$ cat src/rtl/nibble_serial_adder_if.sv
// Handshake and adder-facing signal bundle for nibble_serial_adder.
// slave is the controller side; master is the environment (producer, consumer and 4-bit adder).
interface nibble_serial_adder_if #(
    parameter int unsigned NIBBLES = 4
);
    localparam int unsigned W = 4 * NIBBLES;

    logic         in_valid;
    logic         in_ready;
    logic [W-1:0] op_a;
    logic [W-1:0] op_b;
    logic         op_cin;
    logic [3:0]   add_a;
    logic [3:0]   add_b;
    logic         add_cin;
    logic [3:0]   add_s;
    logic         add_cout;
    logic         out_valid;
    logic         out_ready;
    logic [W-1:0] sum;
    logic         cout;

    modport master (
        output in_valid, op_a, op_b, op_cin, add_s, add_cout, out_ready,
        input  in_ready, add_a, add_b, add_cin, out_valid, sum, cout
    );

    modport slave (
        input  in_valid, op_a, op_b, op_cin, add_s, add_cout, out_ready,
        output in_ready, add_a, add_b, add_cin, out_valid, sum, cout
    );
endinterface

$ cat src/rtl/nibble_serial_adder.sv
// Serial W-bit adder that reuses an external combinational 4-bit adder,
// one nibble per clock, least-significant nibble first.
module nibble_serial_adder #(
    parameter int unsigned NIBBLES = 4
) (
    input logic                   clk,
    input logic                   rst_n,
    nibble_serial_adder_if.slave  bus
);
    localparam int unsigned W    = 4 * NIBBLES;
    localparam int unsigned IdxW = (NIBBLES > 1) ? $clog2(NIBBLES) : 1;

    typedef enum logic [1:0] {StIdle, StRun, StDone} state_e;

    state_e            state_q, state_d;
    logic [IdxW-1:0]   idx_q;
    logic [W-1:0]      a_q, b_q, sum_q;
    logic              carry_q, cout_q;
    logic [W-1:0]      a_sh, b_sh;
    logic              last;

    assign last = (idx_q == IdxW'(NIBBLES - 1));

    // State register
    always_ff @(posedge clk or negedge rst_n) begin
        if (!rst_n) begin
            state_q <= StIdle;
        end else begin
            state_q <= state_d;
        end
    end

    // Next-state logic
    always_comb begin
        state_d = state_q;
        case (state_q)
            StIdle:  if (bus.in_valid) state_d = StRun;
            StRun:   if (last) state_d = StDone;
            StDone:  if (bus.out_ready) state_d = StIdle;
            default: state_d = StIdle;
        endcase
    end

    // Output logic; the adder inputs are parked at zero outside RUN
    always_comb begin
        a_sh          = a_q >> {idx_q, 2'b00};
        b_sh          = b_q >> {idx_q, 2'b00};
        bus.in_ready  = (state_q == StIdle);
        bus.out_valid = (state_q == StDone);
        bus.add_a     = 4'd0;
        bus.add_b     = 4'd0;
        bus.add_cin   = 1'b0;
        if (state_q == StRun) begin
            bus.add_a   = a_sh[3:0];
            bus.add_b   = b_sh[3:0];
            bus.add_cin = carry_q;
        end
    end

    assign bus.sum  = sum_q;
    assign bus.cout = cout_q;

    // Operand, carry chain and result registers
    always_ff @(posedge clk or negedge rst_n) begin
        if (!rst_n) begin
            a_q     <= '0;
            b_q     <= '0;
            sum_q   <= '0;
            carry_q <= 1'b0;
            cout_q  <= 1'b0;
            idx_q   <= '0;
        end else begin
            case (state_q)
                StIdle: begin
                    if (bus.in_valid) begin
                        a_q     <= bus.op_a;
                        b_q     <= bus.op_b;
                        carry_q <= bus.op_cin;
                        idx_q   <= '0;
                    end
                end
                StRun: begin
                    for (int i = 0; i < int'(NIBBLES); i++) begin
                        if (idx_q == IdxW'(i)) sum_q[4*i +: 4] <= bus.add_s;
                    end
                    carry_q <= bus.add_cout;
                    if (last) begin
                        cout_q <= bus.add_cout;
                    end else begin
                        idx_q <= idx_q + IdxW'(1);
                    end
                end
                default: ;
            endcase
        end
    end
endmodule

$ cat src/flat_wrapper.sv
// flat-port wrapper written by rule: the top's interface ports become plain ports
module nibble_serial_adder_flat 
#(
    parameter int unsigned NIBBLES = 4
)
  (clk, rst_n, bus_in_valid, bus_op_a, bus_op_b, bus_op_cin, bus_add_s, bus_add_cout, bus_out_ready, bus_in_ready, bus_add_a, bus_add_b, bus_add_cin, bus_out_valid, bus_sum, bus_cout);
  nibble_serial_adder_if #(.NIBBLES(NIBBLES)) bus_i ();
  input logic clk;
  input logic rst_n;
  input wire logic [$bits(bus_i.in_valid)-1:0] bus_in_valid;
  input wire logic [$bits(bus_i.op_a)-1:0] bus_op_a;
  input wire logic [$bits(bus_i.op_b)-1:0] bus_op_b;
  input wire logic [$bits(bus_i.op_cin)-1:0] bus_op_cin;
  input wire logic [$bits(bus_i.add_s)-1:0] bus_add_s;
  input wire logic [$bits(bus_i.add_cout)-1:0] bus_add_cout;
  input wire logic [$bits(bus_i.out_ready)-1:0] bus_out_ready;
  output wire logic [$bits(bus_i.in_ready)-1:0] bus_in_ready;
  output wire logic [$bits(bus_i.add_a)-1:0] bus_add_a;
  output wire logic [$bits(bus_i.add_b)-1:0] bus_add_b;
  output wire logic [$bits(bus_i.add_cin)-1:0] bus_add_cin;
  output wire logic [$bits(bus_i.out_valid)-1:0] bus_out_valid;
  output wire logic [$bits(bus_i.sum)-1:0] bus_sum;
  output wire logic [$bits(bus_i.cout)-1:0] bus_cout;
  assign bus_i.in_valid = bus_in_valid;
  assign bus_i.op_a = bus_op_a;
  assign bus_i.op_b = bus_op_b;
  assign bus_i.op_cin = bus_op_cin;
  assign bus_i.add_s = bus_add_s;
  assign bus_i.add_cout = bus_add_cout;
  assign bus_i.out_ready = bus_out_ready;
  assign bus_in_ready = bus_i.in_ready;
  assign bus_add_a = bus_i.add_a;
  assign bus_add_b = bus_i.add_b;
  assign bus_add_cin = bus_i.add_cin;
  assign bus_out_valid = bus_i.out_valid;
  assign bus_sum = bus_i.sum;
  assign bus_cout = bus_i.cout;
  nibble_serial_adder #(.NIBBLES(NIBBLES)) u_core (.clk(clk), .rst_n(rst_n), .bus(bus_i));
endmodule
$ cat config.mk
export PLATFORM = sky130hd
export DESIGN_NAME = nibble_serial_adder_flat
export DESIGN_NICKNAME = d
export VERILOG_FILES = /design/src/rtl/nibble_serial_adder_if.sv /design/src/rtl/nibble_serial_adder.sv /design/src/flat_wrapper.sv
export SDC_FILE = /design/constraint.sdc
export NUM_CORES = 1
export LEC_CHECK = 0
export CORE_MARGIN = 2
export CORE_UTILIZATION = 48
export DETAILED_ROUTE_END_ITERATION = 12
export PLACE_DENSITY = 0.8
export SYNTH_ARGS = -nofsm -noshare
export SYNTH_HDL_FRONTEND = slang
export SYNTH_SLANG_ARGS = --single-unit
export TNS_END_PERCENT = 30
$ cat constraint.sdc
create_clock -name clk -period 3.7 [get_ports clk]
set_input_delay 0.555 -clock clk [delete_from_list [all_inputs] [get_ports clk]]
set_output_delay 0.555 -clock clk [all_outputs]
set_load 0.1 [all_outputs]
==> Word level (Yosys, flattened, before mapping) <==
Cells that the tools add are included.
{ "word_totals": {"wordCells": 45, "output_inout_bits": 28, "reg_bits": 54, "in_bits": 42} }
{ "classes": {"n_eq_ne": 9, "mux": 12, "shifts": 2, "add_sub_neg": 1, "n_reduce_logical": 11} }
{ "op_table": {"columns": ["op", "count"], "rows": [
  ["$shr A16 B4 Y4", 2],
  ["$reduce_and A2 Y1", 6],
  ["$mux W2", 5],
  ["$mux W4", 2],
  ["$eq A2 B2 Y1 const B", 3],
  ["$ne A2 B2 Y1 const B", 3],
  ["$pmux W2 S3", 1],
  ["$reduce_and A3 Y1", 2],
  ["$eq A2 B1 Y1 const B", 2],
  ["$logic_not A2 Y1", 2],
  ["$pmux W2 S2", 1],
  ["$add A2 B1 Y2 const B", 1],
  ["$mux W1", 2],
  ["$ne A2 B1 Y1 const B", 1],
  ["$pmux W1 S2", 1],
  ["$reduce_bool A2 Y1", 1]
]} }

==> Longest topological paths before layout <==
Gate-level depths: netlist of run 1.
{ "depth": {"ltp_word": 3, "mapped_depth": 5, "depth_no_buf": 5} }

==> Worst setup path before layout of run 1 <==
No wires, ideal clock.
{ "synth_path": {"kind": "flip-flop to output port", "start": "register u_core.state_q[1]", "end": "output bus_out_valid", "t_arrival_ns": 1.766, "path_slack_ns": 1.379, "stages_incl_launch_ff": 3, "t_required_ns": 3.145, "path_buffers": 0, "cell_sequence": "dfrtp_1 -> inv_1 -> nor2_1"} }
{ "synth_via": {"elab_chain_len": 1} }
{ "synth_rtl": {"columns": ["element", "line", "text"], "rows": [
  ["start, declared", "nibble_serial_adder.sv:15", "state_e state_q, state_d;"],
  ["start signal, assigned", "nibble_serial_adder.sv:27", "state_q <= StIdle;"],
  ["start signal, assigned", "nibble_serial_adder.sv:29", "state_q <= state_d;"],
  ["$eq A2 B2 Y1", "nibble_serial_adder.sv:49", "bus.out_valid = (state_q == StDone);"],
  ["end, declared", "flat_wrapper.sv:21", "output wire logic [$bits(bus_i.out_valid)-1:0] bus_out_valid;"]
]} }
Every way passes these cells.

==> Worst setup path in the final report of run 1 <==
Same ends and word-level chain as after synthesis.

==> flow_metrics.py, run 1 <==
metrics = {
    "outcome": {
        "status": "finished clean",
    },
    "critical_path": {
        "critical-path-top-delay-family": "buffers and inverters",
        "critical_path_class": "register to output pin",
        "crit_path_start_kind": "register",
        "crit_arrival_ns": 2.12,
        "path_max_fanout": 6,
        "max_stage_delay_ns": 1.13,
        "rrSetupSlack_ns": 1.94,
        "cp_cell_sequence": "inv_1 -> nor2_1 -> clkdlybuf4s50_1",
        "cp.required_ns": 3.14,
        "crit_buf_inv": 2,
        "crit_slowest_cell": "clkdlybuf4s50_1",
        "end_kind": "output pin",
    },
    "sta": {
        "min_period_ns": 2.672,
        "rsz0062_at_grt": "false",
        "tightest_slew_ns": 0.9928,
        "fmax_mhz": 374.3,
        "drv_slew": 0,
        "setup_viol": 0,
        "tns_ns": 0,
        "hold_viol_final": 0,
        "finClkSkew_ns": 0.004873,
        "fin_crit_sh_pct": 72.20,
        "max-slew-margin-rel_pct": 33.60,
    },
    "die": {
        "die_w_um": 75.50,
        "die_area_mm2": 0.005700,
        "num_io_pins": 70,
        "design.core.area_mm2": 0.005010,
        "num_rows": 26,
        "fp.dieH_um": 75.50,
        "start_util_pct": 48.98,
    },
    "logic_synthesis": {
        "ys_types": 22,
        "synth_area_per_cell_um2": 16.14,
        "seq_area_frac_synth_pct": 55.07,
        "yosysWarnings": 0,
        "syn_nets": 198,
        "synth-seq-cells": 54,
        "netlist_instances": 152,
        "synth_area_mm2": 0.002454,
    },
    "placed_design": {
        "portBuffers": 69,
        "dp_hpwl_um": 3283,
        "gp_congestion": 0.7621,
    },
    "route": {
        "via_count": 1462,
        "detail_route.wl_per_cell_um": 15.46,
        "final_antenna_net_count": 0,
        "drtPass1Iterations": 4,
        "viasPerCell": 4.956,
        "drt_wl_total_um": 4561,
        "first_iter_violations": 75,
        "drc": 0,
    },
    "global_routing": {
        "grt_usage_pct": 18.67,
        "antenna_found_initial": 0,
        "grt.overflow.total": 0,
        "grt_pass1_vias": 1608,
        "grt_max_degree": 43,
        "grt_pass1_wl_um": 7824,
    },
    "cts": {
        "cts_hold_buf": 0,
        "clk_pin_slew_worst_paths_ns": 0.09,
        "htree_levels": 2,
        "worstSkewPairLatency_ns": 0.31,
        "cts-resized-gates": 0,
        "cts_num_sinks": 54,
        "cts-buffers-inserted": 5,
        "clockBufferDepth": 2,
        "cts_tree": "yes",
        "post_cts_buffers": 0,
        "cts_root_buf": "clkbuf_8",
    },
    "hold_path": {
        "hold_class": "input pin to asynchronous set/reset pin",
    },
    "layout": {
        "num_antenna_cells": 0,
        "multi_input_area_mm2": 0.001040,
        "final-seq-area_mm2": 0.001351,
        "drive_gt1_share_pct": 37.33,
        "finalNetCount": 270,
        "nFillCells": 405,
        "final_util_pct": 65.28,
        "area_growth_pct": 33.30,
    },
    "job": {
        "maxCapViolations": 0,
    },
}
-- worst paths after layout --
check / from / to / cells after the start
worst max-delay path: u_core.state_q[1] / bus_out_valid / 3
worst min-delay path: rst_n / u_core.a_q[1] / 1
worst max register to register: u_core.idx_q[0] / u_core.idx_q[0] / 4
worst min register to register: u_core.b_q[9] / u_core.b_q[9] / 1
max in group asynchronous: rst_n / u_core.a_q[14] / 2
min in group clk: u_core.b_q[9] / u_core.b_q[9] / 1
-- metrics by stage --
step | cells | hold WS, ns | area [um2] | setup slack [ns]
2_1_floorplan | 152 | 0.2594 | 2454 | 1.379
3_3_place_gp | 287 | 0.4869 | 3172 | 1.398
3_5_place_dp | 287 | 0.4928 | 3172 | 1.350
4_1_cts | 295 | 0.4062 | 3271 | 1.007
5_1_grt | 295 | 0.4457 | 3271 | 0.9216
6_report | 295 | 0.3797 | 3271 | 1.028
-- kinds of logic (layout without fill, tap and decap cells) --
logic type               after synthesis  count (layout)  synth area share (%)
AO/OA/AOI/OAI                          5               5                 1.275
AND/OR/NAND/NOR                       21              21                 6.476
flip-flops                            54              54                 55.07
buffers and inverters                 10              83                 2.549
multiplexers                          58              58                 32.59
adder cells (fa/ha/maj)                4               4                 2.040
-- routing by layer --
layer,vias to the layer above,routed length (um),GRT usage [%]
li1,682,-,-
met1,730,2079,25.29
met2,48,2184,29.08
met3,2,273,6.217
met4,0,23,5.263
met5,-,0,0
-- placed cells by master (no fill, tap or decap) --
master,count
a22oi_1,1
a31oi_1,1
and2_1,9
and2b_4,1
buf_2,1
buf_4,11
clkbuf_8,6
clkdlybuf4s50_1,59
clkinvlp_4,1
dfrtp_1,54
ha_1,4
inv_1,4
inv_6,1
mux2_2,35
mux2_4,15
mux4_2,8
nand2_1,1
nand2_4,4
nor2_1,3
nor2b_1,1
nor3b_1,1
nor3b_4,1
o21ai_0,2
o31ai_1,1
-- area by class of cell --
class | count | share of cell area (%)
clock buffers | 6 | 2.525
well taps | 70 | 2.678
multi-input cells | 88 | 31.79
clock inverters | 2 | 0.4973
flip-flops and latches | 54 | 41.32
inverters | 4 | 0.4591
repair buffers | 71 | 20.73
-- Yosys cell counts --
cell type / count / area [um2]
a22oi_1: 1 / 7.510
a31oi_1: 1 / 6.260
and2_1: 9 / 56.30
and2b_4: 1 / 10.01
buf_2: 1 / 5.000
buf_6: 3 / 33.78
clkbuf_1: 1 / 3.750
clkbuf_2: 1 / 5.000
dfrtp_1: 54 / 1351
ha_1: 4 / 50.05
inv_1: 4 / 15.01
mux2_2: 35 / 394.1
mux2_4: 15 / 225.2
mux4_2: 8 / 180.2
nand2_1: 1 / 3.750
nand2_4: 4 / 45.04
nor2_1: 3 / 11.26
nor2b_1: 1 / 6.260
nor3b_1: 1 / 7.510
nor3b_4: 1 / 18.77
o21ai_0: 2 / 10.01
o31ai_1: 1 / 7.510
-- sequential cells by signal (all words and copies together) (netlist names) --
register / flops
u_core.b_q: 16
u_core.a_q: 16
u_core.state_q: 2
u_core.bus.sum: 16
u_core.bus.cout: 1
u_core.carry_q: 1
u_core.idx_q: 2
Power of run 1 is left out: the tool's default activity adds up to more than one toggle a clock period on the data nets, which glitch-free logic cannot reach.
==> run 2: changes to the inputs <==
--- a/config.mk
+++ b/config.mk
@@ -6,9 +6,9 @@
 export NUM_CORES = 1
 export LEC_CHECK = 0
 export CORE_MARGIN = 2
-export CORE_UTILIZATION = 48
+export CORE_UTILIZATION = 43
 export DETAILED_ROUTE_END_ITERATION = 12
-export PLACE_DENSITY = 0.8
+export PLACE_DENSITY = 0.76
 export SYNTH_ARGS = -nofsm -noshare
 export SYNTH_HDL_FRONTEND = slang
 export SYNTH_SLANG_ARGS = --single-unit
==> constraint.sdc (replaced) <==
create_clock -name clk -period 2.4 [get_ports clk]
set_input_delay 0.36 -clock clk [delete_from_list [all_inputs] [get_ports clk]]
set_output_delay 0.36 -clock clk [all_outputs]
set_load 0.1 [all_outputs]
==> flow_metrics.py, run 2 (same netlist as run 1, synthesis figures left out) <==
metrics = {
    "cts": {
        "cts-resized-gates": 0,
        "clk_pin_slew_worst_paths_ns": 0.09,
        "clockBufferDepth": 2,
        "worstSkewPairLatency_ns": 0.30,
        "cts_num_sinks": 54,
        "post_cts_buffers": 0,
        "cts-buffers-inserted": 5,
        "cts_hold_buf": 0,
        "cts_tree": "yes",
        "htree_levels": 2,
        "cts_root_buf": "clkbuf_8",
    },
    "sta": {
        "rsz0062_at_grt": "false",
        "tns_ns": 0,
        "finClkSkew_ns": 0.007718,
        "hold_viol_final": 0,
        "setup_viol": 0,
        "drv_slew": 0,
        "max-slew-margin-rel_pct": 58.32,
        "fmax_mhz": 476.7,
        "min_period_ns": 2.098,
        "fin_crit_sh_pct": 87.41,
        "tightest_slew_ns": 0.6253,
    },
    "layout": {
        "drive_gt1_share_pct": 46.26,
        "final_common_cell": "dfrtp_1",
        "finalNetCount": 273,
        "area_growth_pct": 38.55,
        "num_antenna_cells": 0,
        "layout_common_cells": "54 x dfrtp_1, 40 x clkdlybuf4s50_1, 35 x mux2_2, 22 x buf_4, 15 x mux2_4",
    },
    "critical_path": {
        "end_kind": "output pin",
        "rrSetupSlack_ns": 0.66,
        "crit_path_start_kind": "register",
        "path_max_fanout": 11,
        "cp.required_ns": 2.04,
        "crit_arrival_ns": 1.74,
        "critical_path_class": "register to output pin",
    },
    "route": {
        "drt_wl_total_um": 4802,
        "first_iter_violations": 64,
        "final_antenna_net_count": 0,
        "drtPass1Iterations": 3,
        "via_count": 1455,
        "viasPerCell": 4.866,
        "detail_route.wl_per_cell_um": 16.06,
        "drc": 0,
    },
    "die": {
        "die_w_um": 79.54,
        "start_util_pct": 44.56,
        "die_area_mm2": 0.006327,
        "fp.dieH_um": 79.54,
        "num_rows": 27,
        "num_io_pins": 70,
        "design.core.area_mm2": 0.005507,
    },
    "job": {
        "maxCapViolations": 0,
    },
    "global_routing": {
        "antenna_found_initial": 0,
        "grt_pass1_wl_um": 8059,
        "grt_usage_pct": 16.74,
        "grt_max_degree": 29,
        "grt.overflow.total": 0,
        "grt_pass1_vias": 1638,
    },
    "placed_design": {
        "portBuffers": 69,
        "gp_congestion": 0.7222,
        "dp_hpwl_um": 3478,
    },
    "hold_path": {
        "hold_class": "input pin to asynchronous set/reset pin",
    },
    "outcome": {
        "status": "finished clean",
    },
}
run 2: critical path: stages, from the launching register on:
cell     delay (ns)
dfrtp_1        0.67
mux4_2         0.40
and2_1         0.20
buf_12         0.17
run 2: worst paths after layout:
kind                            startpoint               to  depth (start not counted)
setup / recovery           u_core.idx_q[1]     bus_add_a[1]                          3
min in group clk            u_core.b_q[15]   u_core.b_q[15]                          1
hold / removal                       rst_n    u_core.a_q[4]                          1
setup reg to reg           u_core.idx_q[1]  u_core.idx_q[0]                          4
hold reg to reg             u_core.b_q[15]   u_core.b_q[15]                          1
max in group asynchronous            rst_n    u_core.b_q[7]                          2
run 2: cell type report:
| class | instances | area, um2 |
|---|---|---|
| flip-flops and latches | 54 | 1351 |
| clock buffers | 6 | 82.58 |
| well taps | 72 | 90.09 |
| inverters | 4 | 15.01 |
| repair buffers | 74 | 790.8 |
| fillers | 437 | 2107 |
| multi-input cells | 88 | 1040 |
| clock inverters | 1 | 30.03 |
run 2: metrics by stage:
stage          utilization [%]  hold WS, ns  cells  instance area, um2  setup slack (ns)
2_1_floorplan                -      0.06441    152                2454            0.2735
3_3_place_gp             59.69       0.4027    292                3287            0.5726
3_5_place_dp             59.69       0.4081    292                3287            0.5274
4_1_cts                  61.74      0.08309    299                3400            0.2723
5_1_grt                  61.74      0.09528    299                3400            0.2079
6_report                 61.74      0.06873    299                3400            0.3023
run 2: layer usage:
layer | wire [um] | vias to the layer above | global-route usage [%]
li1 | - | 683 | -
met1 | 2070 | 734 | 20.84
met2 | 2458 | 34 | 28.66
met3 | 220 | 4 | 4.186
met4 | 53 | 0 | 5.172
met5 | 0 | - | 0
Power of run 2 is left out for the same reason.
==> run 3: changes to the inputs <==
--- a/config.mk
+++ b/config.mk
@@ -6,9 +6,9 @@
 export NUM_CORES = 1
 export LEC_CHECK = 0
 export CORE_MARGIN = 2
-export CORE_UTILIZATION = 43
+export CORE_UTILIZATION = 47
 export DETAILED_ROUTE_END_ITERATION = 12
-export PLACE_DENSITY = 0.76
+export PLACE_DENSITY = 0.79
 export SYNTH_ARGS = -nofsm -noshare
 export SYNTH_HDL_FRONTEND = slang
 export SYNTH_SLANG_ARGS = --single-unit
==> constraint.sdc (replaced) <==
create_clock -name clk -period 2.21 [get_ports clk]
set_input_delay 0.3315 -clock clk [delete_from_list [all_inputs] [get_ports clk]]
set_output_delay 0.3315 -clock clk [all_outputs]
set_load 0.1 [all_outputs]
==> flow_metrics.py, run 3 (same netlist as run 1, synthesis figures left out) <==
metrics = {
    "critical_path": {
        "critical-path-top-delay-family": "flip-flops",
        "max_stage_delay_ns": 0.67,
        "crit_slowest_cell": "dfrtp_1",
        "path_max_fanout": 11,
        "crit_path_start_kind": "register",
        "cp_cell_sequence": "mux4_2 -> and2_1 -> buf_12",
        "crit_buf_inv": 1,
        "startpoint": "u_core.idx_q[1]",
        "crit_arrival_ns": 1.74,
        "end_kind": "output pin",
        "cp.required_ns": 1.88,
        "critical_path_class": "register to output pin",
        "r2r_start": "u_core.idx_q[1]",
    },
    "sta": {
        "min_period_ns": 2.072,
        "tns_ns": 0,
        "fmax_mhz": 482.6,
        "drv_slew": 0,
        "tightest_slew_ns": 0.6235,
        "hold_viol_final": 0,
        "max-slew-margin-rel_pct": 58.44,
        "setup_viol": 0,
        "hold_slack_ns": 0.03647,
        "finClkSkew_ns": 0.005532,
        "rsz0062_at_grt": "false",
        "fin_crit_sh_pct": 93.77,
    },
    "global_routing": {
        "grt_max_degree": 34,
        "grt_pass1_wl_um": 7755,
        "grt_usage_pct": 17.08,
        "grt_pass1_vias": 1582,
        "grt.overflow.total": 0,
        "antenna_found_initial": 0,
    },
    "route": {
        "drc": 0,
        "drt_wl_total_um": 4541,
        "via_count": 1481,
        "final_antenna_net_count": 0,
        "detail_route.wl_per_cell_um": 15.29,
        "first_iter_violations": 68,
        "drtPass1Iterations": 4,
        "viasPerCell": 4.987,
    },
    "layout": {
        "layout_common_cells": "54 x dfrtp_1, 40 x clkdlybuf4s50_1, 35 x mux2_2, 21 x buf_4, 15 x mux2_4",
        "instances_no_fill": 297,
        "final-seq-area_mm2": 0.001351,
        "area_growth_pct": 37.28,
        "final_util_pct": 66.37,
        "num_antenna_cells": 0,
        "drive_gt1_share_pct": 45.81,
        "final_common_cell": "dfrtp_1",
        "multi_input_area_mm2": 0.001040,
        "nFillCells": 395,
        "finalNetCount": 272,
    },
    "die": {
        "num_io_pins": 70,
        "start_util_pct": 48.35,
        "die_area_mm2": 0.005814,
        "die_w_um": 76.25,
        "fp.dieH_um": 76.25,
        "num_rows": 26,
        "design.core.area_mm2": 0.005075,
    },
    "cts": {
        "post_cts_buffers": 0,
        "cts_tree": "yes",
        "cts_num_sinks": 54,
        "clk_pin_slew_worst_paths_ns": 0.09,
        "clockBufferDepth": 2,
        "cts_hold_buf": 0,
        "cts-resized-gates": 0,
        "worstSkewPairLatency_ns": 0.30,
        "cts_root_buf": "clkbuf_8",
        "htree_levels": 2,
        "cts-buffers-inserted": 5,
    },
    "hold_path": {
        "hold_class": "input pin to asynchronous set/reset pin",
    },
    "outcome": {
        "status": "finished clean",
    },
    "placed_design": {
        "dp_hpwl_um": 3372,
        "portBuffers": 69,
        "dp_cells": 289,
        "gp_congestion": 0.7007,
    },
    "job": {
        "maxCapViolations": 0,
    },
}
==> run 3: cell types whose count changed in the layout (fill, tap and decap cells not counted), sizes merged <==
cell	before	now
clkbuf	6	7
clkinv	0	1
bufinv	1	0
buf	34	33
==> run 3: layout make-up <==
| cell class | instances | area share (%) |
|---|---|---|
| flip-flops and latches | 54 | 40.12 |
| clock buffers | 7 | 2.563 |
| inverters | 4 | 0.4458 |
| repair buffers | 73 | 23.25 |
| multi-input cells | 88 | 30.87 |
| clock inverters | 1 | 0.1486 |
| well taps | 70 | 2.600 |
==> run 3: per-stage QoR <==
step / area [um2] / worst slack (ns)
after floorplan: 2454 / 0.1120
after global placement: 3277 / 0.4025
after detailed placement: 3277 / 0.3874
after CTS: 3368 / 0.1249
after global routing: 3368 / 0.06263
final: 3368 / 0.1377
==> run 3: routing by layer <==
metal	GRT usage [%]	up-vias	wire length, um
met1	21.95	745	1927
met2	27.79	40	2318
met4	4.909	0	70
li1	-	688	-
met3	5.687	8	225
met5	0	-	0
==> run 3: path summary, 6_finish.rpt <==
| path | to | slack, ns | depth (start not counted) |
|---|---|---|---|
| worst max-delay path | bus_add_b[1] | 0.14 | 3 |
| worst min-delay path | u_core.b_q[4] | 0.04 | 1 |
| worst max register to register | u_core.idx_q[0] | 0.49 | 4 |
| worst min register to register | u_core.b_q[8] | 0.51 | 1 |
| max in group asynchronous | u_core.bus.cout | 1.61 | 2 |
| min in group clk | u_core.b_q[8] | 0.51 | 1 |
Power of run 3 is left out for the same reason.
